**config.mk**
```make
export PLATFORM = sky130hd
export DESIGN_NAME = pll_lock_supervisor
export DESIGN_NICKNAME = d
export VERILOG_FILES = /design/src/rtl/pll_lock_supervisor.sv
export SDC_FILE = /design/constraint.sdc
export NUM_CORES = 1
export LEC_CHECK = 0
export ABC_CLOCK_PERIOD_IN_PS = 2400
export CAP_MARGIN = 0
export CORE_ASPECT_RATIO = 1.25
export CORE_UTILIZATION = 33
export DETAILED_ROUTE_END_ITERATION = 8
export GPL_TIMING_DRIVEN = 1
export PLACE_DENSITY = 0.6
export SYNTH_ARGS = -nofsm -noshare
export SYNTH_HDL_FRONTEND = slang
export SYNTH_SLANG_ARGS = --single-unit
```
**constraint.sdc**
```tcl
create_clock -name sys_clk -period 2.4 [get_ports sys_clk]
set_clock_uncertainty 0.1 [all_clocks]
set_input_delay 0.36 -clock sys_clk [delete_from_list [all_inputs] [get_ports sys_clk]]
set_output_delay 0.36 -clock sys_clk [all_outputs]
set_load 0.02 [all_outputs]
```
**src/rtl/pll_lock_supervisor.sv**
```systemverilog
// rtl/pll_lock_supervisor.sv - PLL reset sequencing, lock qualification and retry supervisor
module pll_lock_supervisor #(
    parameter int RST_PULSE_CYC    = 100,
    parameter int LOCK_TIMEOUT_CYC = 50000,
    parameter int LOCK_STABLE_CYC  = 1024,
    parameter int MAX_RETRY        = 7,
    parameter int SYNC_STAGES      = 2
) (
    input  logic       sys_clk,
    input  logic       sys_rst_n,
    input  logic       pll_lock,
    input  logic       restart,
    output logic       pll_rst,
    output logic       sys_ready,
    output logic       lock_lost,
    output logic [3:0] retry_cnt,
    output logic       fail
);

    localparam int MAX_AB  = (RST_PULSE_CYC > LOCK_TIMEOUT_CYC) ? RST_PULSE_CYC : LOCK_TIMEOUT_CYC;
    localparam int MAX_CYC = (MAX_AB > LOCK_STABLE_CYC) ? MAX_AB : LOCK_STABLE_CYC;
    localparam int CW      = $clog2(MAX_CYC) + 1;

    typedef enum logic [2:0] {
        S_RESET,
        S_WAIT_LOCK,
        S_STABLE,
        S_RUN,
        S_FAIL
    } state_t;

    state_t                 state;
    state_t                 state_next;
    logic [CW-1:0]          cnt;
    logic [CW-1:0]          cnt_next;
    logic                   cnt_clr;
    logic [3:0]             retry_next;
    logic                   lost_next;
    logic [SYNC_STAGES-1:0] sync;
    logic                   lock_s;

    // pll_lock is asynchronous; only the last synchronizer stage is trusted
    always_ff @(posedge sys_clk) begin
        if (!sys_rst_n) begin
            sync <= '0;
        end else begin
            sync <= {sync[SYNC_STAGES-2:0], pll_lock};
        end
    end

    assign lock_s = sync[SYNC_STAGES-1];

    always_comb begin
        state_next = state;
        cnt_clr    = 1'b0;
        retry_next = retry_cnt;
        lost_next  = 1'b0;
        if (restart) begin
            state_next = S_RESET;
            cnt_clr    = 1'b1;
            retry_next = 4'd0;
        end else begin
            case (state)
                S_RESET: begin
                    if (cnt == CW'(RST_PULSE_CYC - 1)) begin
                        state_next = S_WAIT_LOCK;
                    end
                end
                S_WAIT_LOCK: begin
                    if (lock_s) begin
                        state_next = S_STABLE;
                    end else if (cnt == CW'(LOCK_TIMEOUT_CYC - 1)) begin
                        if (retry_cnt < 4'(MAX_RETRY)) begin
                            retry_next = retry_cnt + 4'd1;
                            state_next = S_RESET;
                        end else begin
                            state_next = S_FAIL;
                        end
                    end
                end
                S_STABLE: begin
                    if (!lock_s) begin
                        state_next = S_WAIT_LOCK;
                    end else if (cnt == CW'(LOCK_STABLE_CYC - 1)) begin
                        state_next = S_RUN;
                        retry_next = 4'd0;
                    end
                end
                S_RUN: begin
                    if (!lock_s) begin
                        state_next = S_RESET;
                        lost_next  = 1'b1;
                    end
                end
                S_FAIL: begin
                    state_next = S_FAIL;
                end
                default: begin
                    state_next = S_RESET;
                end
            endcase
        end
        if (state_next != state) begin
            cnt_clr = 1'b1;
        end
        // RUN and FAIL never consult the counter, so it is parked there
        if (cnt_clr) begin
            cnt_next = '0;
        end else if (state == S_RUN || state == S_FAIL) begin
            cnt_next = cnt;
        end else begin
            cnt_next = cnt + CW'(1);
        end
    end

    // outputs are registered from the next state so they track the state register exactly
    always_ff @(posedge sys_clk) begin
        if (!sys_rst_n) begin
            state     <= S_RESET;
            cnt       <= '0;
            retry_cnt <= 4'd0;
            pll_rst   <= 1'b1;
            sys_ready <= 1'b0;
            lock_lost <= 1'b0;
            fail      <= 1'b0;
        end else begin
            state     <= state_next;
            cnt       <= cnt_next;
            retry_cnt <= retry_next;
            pll_rst   <= (state_next == S_RESET) || (state_next == S_FAIL);
            sys_ready <= (state_next == S_RUN);
            lock_lost <= lost_next;
            fail      <= (state_next == S_FAIL);
        end
    end

endmodule
```
Word level (Yosys, flattened, before mapping):

Index checks and enable logic that the tools add are counted.

* bits in registers: 30
* output and inout port bits: 8

* add/subtract/negate cells: 2
* magnitude comparators: 1
* equality and inequality tests: 15
* mux-type cells: 18
* bitwise gates (word level): 2
* reduce and logical (&&, ||, !) cells: 9

Operators with widths (number)
* 2-to-1 mux 3 bit: 8
* 2-to-1 mux 4 bit: 5
* adder 17 x 1 -> 17 bit, second input constant: 1
* equality test 17 x 10 -> 1 bit, second input constant: 1
* equality test 17 x 16 -> 1 bit, second input constant: 1
* equality test 17 x 7 -> 1 bit, second input constant: 1
* case mux 3 bit (5 select lines): 1
* != test 2 bit, second input constant: 5
* equality test 3 x 2 -> 1 bit, second input constant: 3
* case mux 4 bit (2 select lines): 1
* equality test 3 bit, second input constant: 2
* logical NOT 3 bit: 2
* AND reduction 6 bit: 1
* adder 4 x 1 -> 4 bit, second input constant: 1
* < comparator 4 x 3 -> 1 bit, second input constant: 1
* OR reduction 2 bit: 2
* equality test 3 x 1 -> 1 bit, second input constant: 1
* 2-to-1 mux 1 bit: 3
* != test 3 bit: 1
* OR reduction 3 bit: 1
* logical OR 1 bit: 2
* inverter 1 bit: 2
* nonzero test 2 bit: 1

Longest topological paths before layout:

* word-level depth: 9
* gate-level depth with buffers: 7

Worst setup path before layout:

Ideal clock, no wire load.

* path kind: register to register
* start point: register cnt[0]
* end point: register cnt[10]
* setup time: 0.149 ns
* data arrival time: 2.123 ns
* data required time: 2.151 ns
* path slack: 0.028 ns
* cell stages (with the launch flop): 7
* clock period less this slack: 2.372 ns
* path through: dfxtp_1 -> ha_1 -> or4b_2 -> nor3_4 -> a21oi_1 -> o41ai_2 -> nor3_1

* longest elaborated chain between the ends: 8
* elaborated cells between the ends (all ways): 14
* classes of those cells: 1 x add/sub; 4 x eq/ne; 8 x mux; 1 x reduce/logical

Ends and longest elaborated chain
* start: declaration: RTL line 34 `logic [CW-1:0] cnt;`
* start signal: assignment: RTL line 128 `cnt <= cnt_next;`
* equality test 17 x 10 -> 1 bit / equality test 17 x 16 -> 1 bit (equally long branches): RTL line 84, 72
* 2-to-1 mux 3 bit, on equally long branches: RTL line 84, 72
* 2-to-1 mux 3 bit, on equally long branches: RTL line 82, 70
* case mux 3 bit (5 select lines): RTL line 63 `case (state)`
* 2-to-1 mux 3 bit: RTL line 58 `if (restart) begin`
* != test 3 bit: RTL line 103 `if (state_next != state) begin`
* 2-to-1 mux 1 bit: RTL line 103
* OR reduction 2 bit (no line)

Parallel ways exist; a longest one is shown, timed or not.
A chain may end at the register's enable or synchronous reset.

Worst setup path after layout:

* start point: register cnt[10]
* end point: register pll_rst

* longest elaborated chain between the ends: 7
* elaborated cells between the ends (all ways): 13
* classes of those cells: 4 x eq/ne; 7 x mux; 2 x reduce/logical

Ends and longest elaborated chain
* equality test 17 x 10 -> 1 bit / equality test 17 x 16 -> 1 bit (equally long branches): RTL line 84, 72
* 2-to-1 mux 3 bit, on equally long branches: RTL line 84, 72
* 2-to-1 mux 3 bit, on equally long branches: RTL line 82, 70
* case mux 3 bit (5 select lines) *: RTL line 63
* 2-to-1 mux 3 bit *: RTL line 58
* equality test 3 bit / logical NOT 3 bit (equally long branches): RTL line 130 `pll_rst <= (state_next == S_RESET) || (state_next == S_FAIL);`
* logical OR 1 bit *: RTL line 130
* end signal: assignment: RTL line 130
* end: declaration: RTL line 13 `output logic pll_rst,`

Every way passes the cells marked *; elsewhere a longest branch is shown, timed or not.

==> summary.txt <==
Outcome
  – Status: finished, final reports clean

Pwr
  – Leak: 0.725 nW
  – Power, Total: 1.07 mW
  – Sequential share of power: 0.471
  – Sw frac: 0.223
  – Sw Pwr: 238 uW
  – Pwr dens: 518 nW/um^2
  – Internal power: 829 uW
  – Combinational share of power: 0.037
  – Clock network fraction of design power: 0.492
  – Peak VDD IR: 0.000235 V

Worst setup path
  – CP Max Fanout: 3
  – Crit Path Class: reg2reg
  – CP startpoint: cnt[10]
  – WP data required: 2.48 ns
  – CP Launch Type: flop
  – Crit. End Element: flop
  – Worst Path Arrival: 2.37 ns
  – R2R Path Start: cnt[10]

Die
  – Die X: 63.6 um
  – Core area: 4490 sq um
  – Die Area: 5020 sq um
  – Initial Util: 0.348
  – # IOs: 12
  – FP Rows: 27
  – Die span in y: 79 um

Route
  – DR DRC count: 0
  – Avg WL per Cell: 14.5 um
  – Pre-antenna DRT Iters: 4
  – DR vias/cell: 5.31
  – Via count: 1,429
  – Drt initial violations: 51
  – Post-route ant nets: 0
  – Drt total wl: 3910 um

CTS
  – Clock Latency Late Sink: 0.30 ns
  – Worst-path clk slew: 0.07 ns
  – CTS tree: yes
  – Total CTS buffers: 5
  – Clock Tree Root: clkbuf_8
  – CTS Hold Buffers Added: 0
  – Clock Path Buffers: 2
  – Clk sink count: 30
  – H-Tree Depth: 2

Yosys
  – Flip-flop and latch count after synthesis: 30
  – Ranking of synthesized cells by area: dfxtp_1 (38%), xnor2_1 (6.2%), nor3_1 (3.8%)
  – EDFF count, synth: 0
  – Mean post-synth cell area: 8.89 sq um
  – Post-synth top cells: dfxtp_1 (30), nor2_1 (13), nand2_1 (12), nor3_1 (12), xnor2_1 (11)
  – Mapped Cells: 176
  – Post-synth ARST share: 0
  – Yosys top cell area share: 0.384
  – Post-synthesis sequential area ratio: 0.384
  – Area leader, netlist: dfxtp_1
  – Post-Syn Area: 1570 sq um
  – Synth Warn #: 0
  – Synth unique cells: 48
  – Net count after synthesis: 182
  – Most common flop cell mapped by yosys: dfxtp_1
  – Most frequent cell after synthesis: dfxtp_1

Cells and area
  – Sequential cell area: 601 sq um
  – Final cell count without fillers: 269
  – FILL cells: 443
  – Final Cell Area: 2060 sq um
  – Share of layout cells above drive strength 1: 0.237
  – Post-layout util: 0.458
  – Area occupied by multi-input gates: 976 sq um
  – Layout Nets: 216
  – Area Overhead vs Synth: 31.5%
  – Diode count: 0

Placement
  – Dpl cell area: 1880 sq um
  – GP Congestion: 0.821
  – HPWL after DPL: 2740 um
  – Place WS: -0.0394 ns
  – Placed Instances: 259
  – Port bufs: 11

Global routing
  – Overall routing resource usage: 0.172
  – Congestion Overflow GR: 0
  – Number of global-route vias before repair: 1,441
  – Largest net degree at the start of global routing: 12
  – Initial antenna violation count: 0
  – First-pass GRT wire length: 6660 um

Timing
  – Final setup fails: 0
  – Max Clk Rate: 0.438 GHz
  – Slew Viols, Final: 0
  – Final WS setup: 0.116 ns
  – Final critical-path share of the clock period: 0.952
  – Final TNS setup: 0 ns
  – RSZ-0062 raised after global routing: false
  – Hold slack: 0.357 ns
  – Tightest Pin Transition: 0.568 ns
  – Minimum clock period: 2.28 ns
  – Worst slew margin: 0.618
  – Hold Fails Final Rpt: 0

Hold path
  – HP Start: sync[0]
  – Hold crit path type: reg2reg

Job
  – MaxCap Viol Count: 0
layout by cell type, fill, tap and decap left out, types with 2 or more instances in the layout:
master and n:
dfxtp_1 30, a21o_1 3, nor2_1 13, or3b_2 2
and2_1 3, inv_1 4, nand2b_1 3, nand4_1 8
nor4_2 2, a21oi_1 5, nor4b_2 3, nor4_1 4
nand3_1 7, nor3_1 11, nand2_1 12, o21ai_0 6
xnor2_1 11, ha_1 2, xor2_1 5, clkdlybuf4s50_1 11
and3_1 3, a211oi_1 2, clkinvlp_4 2, nor3_4 2
nor4_4 2, clkbuf_8 5, or4_4 2, buf_4 22
nor2b_1 2
cell type report:
class,instances,area share
flip-flops and latches,30,0.292
inverters,4,0.00729
clock inverters,3,0.0219
multi-input cells,135,0.474
clock buffers,5,0.0334
well taps,58,0.0353
repair buffers,34,0.136
power by group through the flow:
stage | Sequential, mW | Clock (mW) | Combinational (mW)
finish | 0.502 | 0.525 | 0.0395
global route | 0.502 | 0.555 | 0.0425
CTS | 0.502 | 0.537 | 0.0376
detailed placement | 0.514 | 0 | 0.0372
global placement | 0.514 | 0 | 0.0370
floorplan | 0.515 | 0 | 0.0174
final timing paths:
| check | endpoint | slack (ns) | cells after the start |
|---|---|---|---|
| hold / removal | sync[1] | 0.36 | 1 |
| setup reg to reg | pll_rst | 0.12 | 6 |
| hold reg to reg | sync[1] | 0.36 | 1 |
| setup / recovery | pll_rst | 0.12 | 6 |
logic make-up (layout without fill, tap and decap cells):
group,after synthesis,in the layout,share of synthesized area
simple gates,90,90,0.358
buf+inv,11,46,0.0288
mux,1,1,0.00640
fa+ha+maj,2,2,0.0160
compound gates,26,26,0.118
xor+xnor,16,16,0.0895
flops,30,30,0.384
repair_timing:
action                     4_1_cts  5_1_grt
pin swaps                        0        5
buffers inserted                 0        1
hold endpoints to repair         0        0
setup endpoints to repair        8       22
cloned                           0        1
gates resized for setup          1       10
sequential cells by signal (all words and copies together), names as in the netlist:
name	cells
fail	1
pll_rst	1
cnt	17
lock_lost	1
sync	2
sys_ready	1
state	3
retry_cnt	4
worst max-delay path: stages (launching register included):
cell	delay (ns)
dfxtp_1	0.32
or4_4	0.53
or3_4	0.44
nor4_4	0.24
nor4_2	0.10
buf_4	0.16
a221o_1	0.28
routing by layer:
metal / GRT usage / routed length, um
met1: 0.190 / 1770
met2: 0.296 / 1940
met3: 0.0489 / 105
met4: 0.0932 / 81
met5: 0 / 0
No activity file was read; power rests on OpenSTA's default activity.
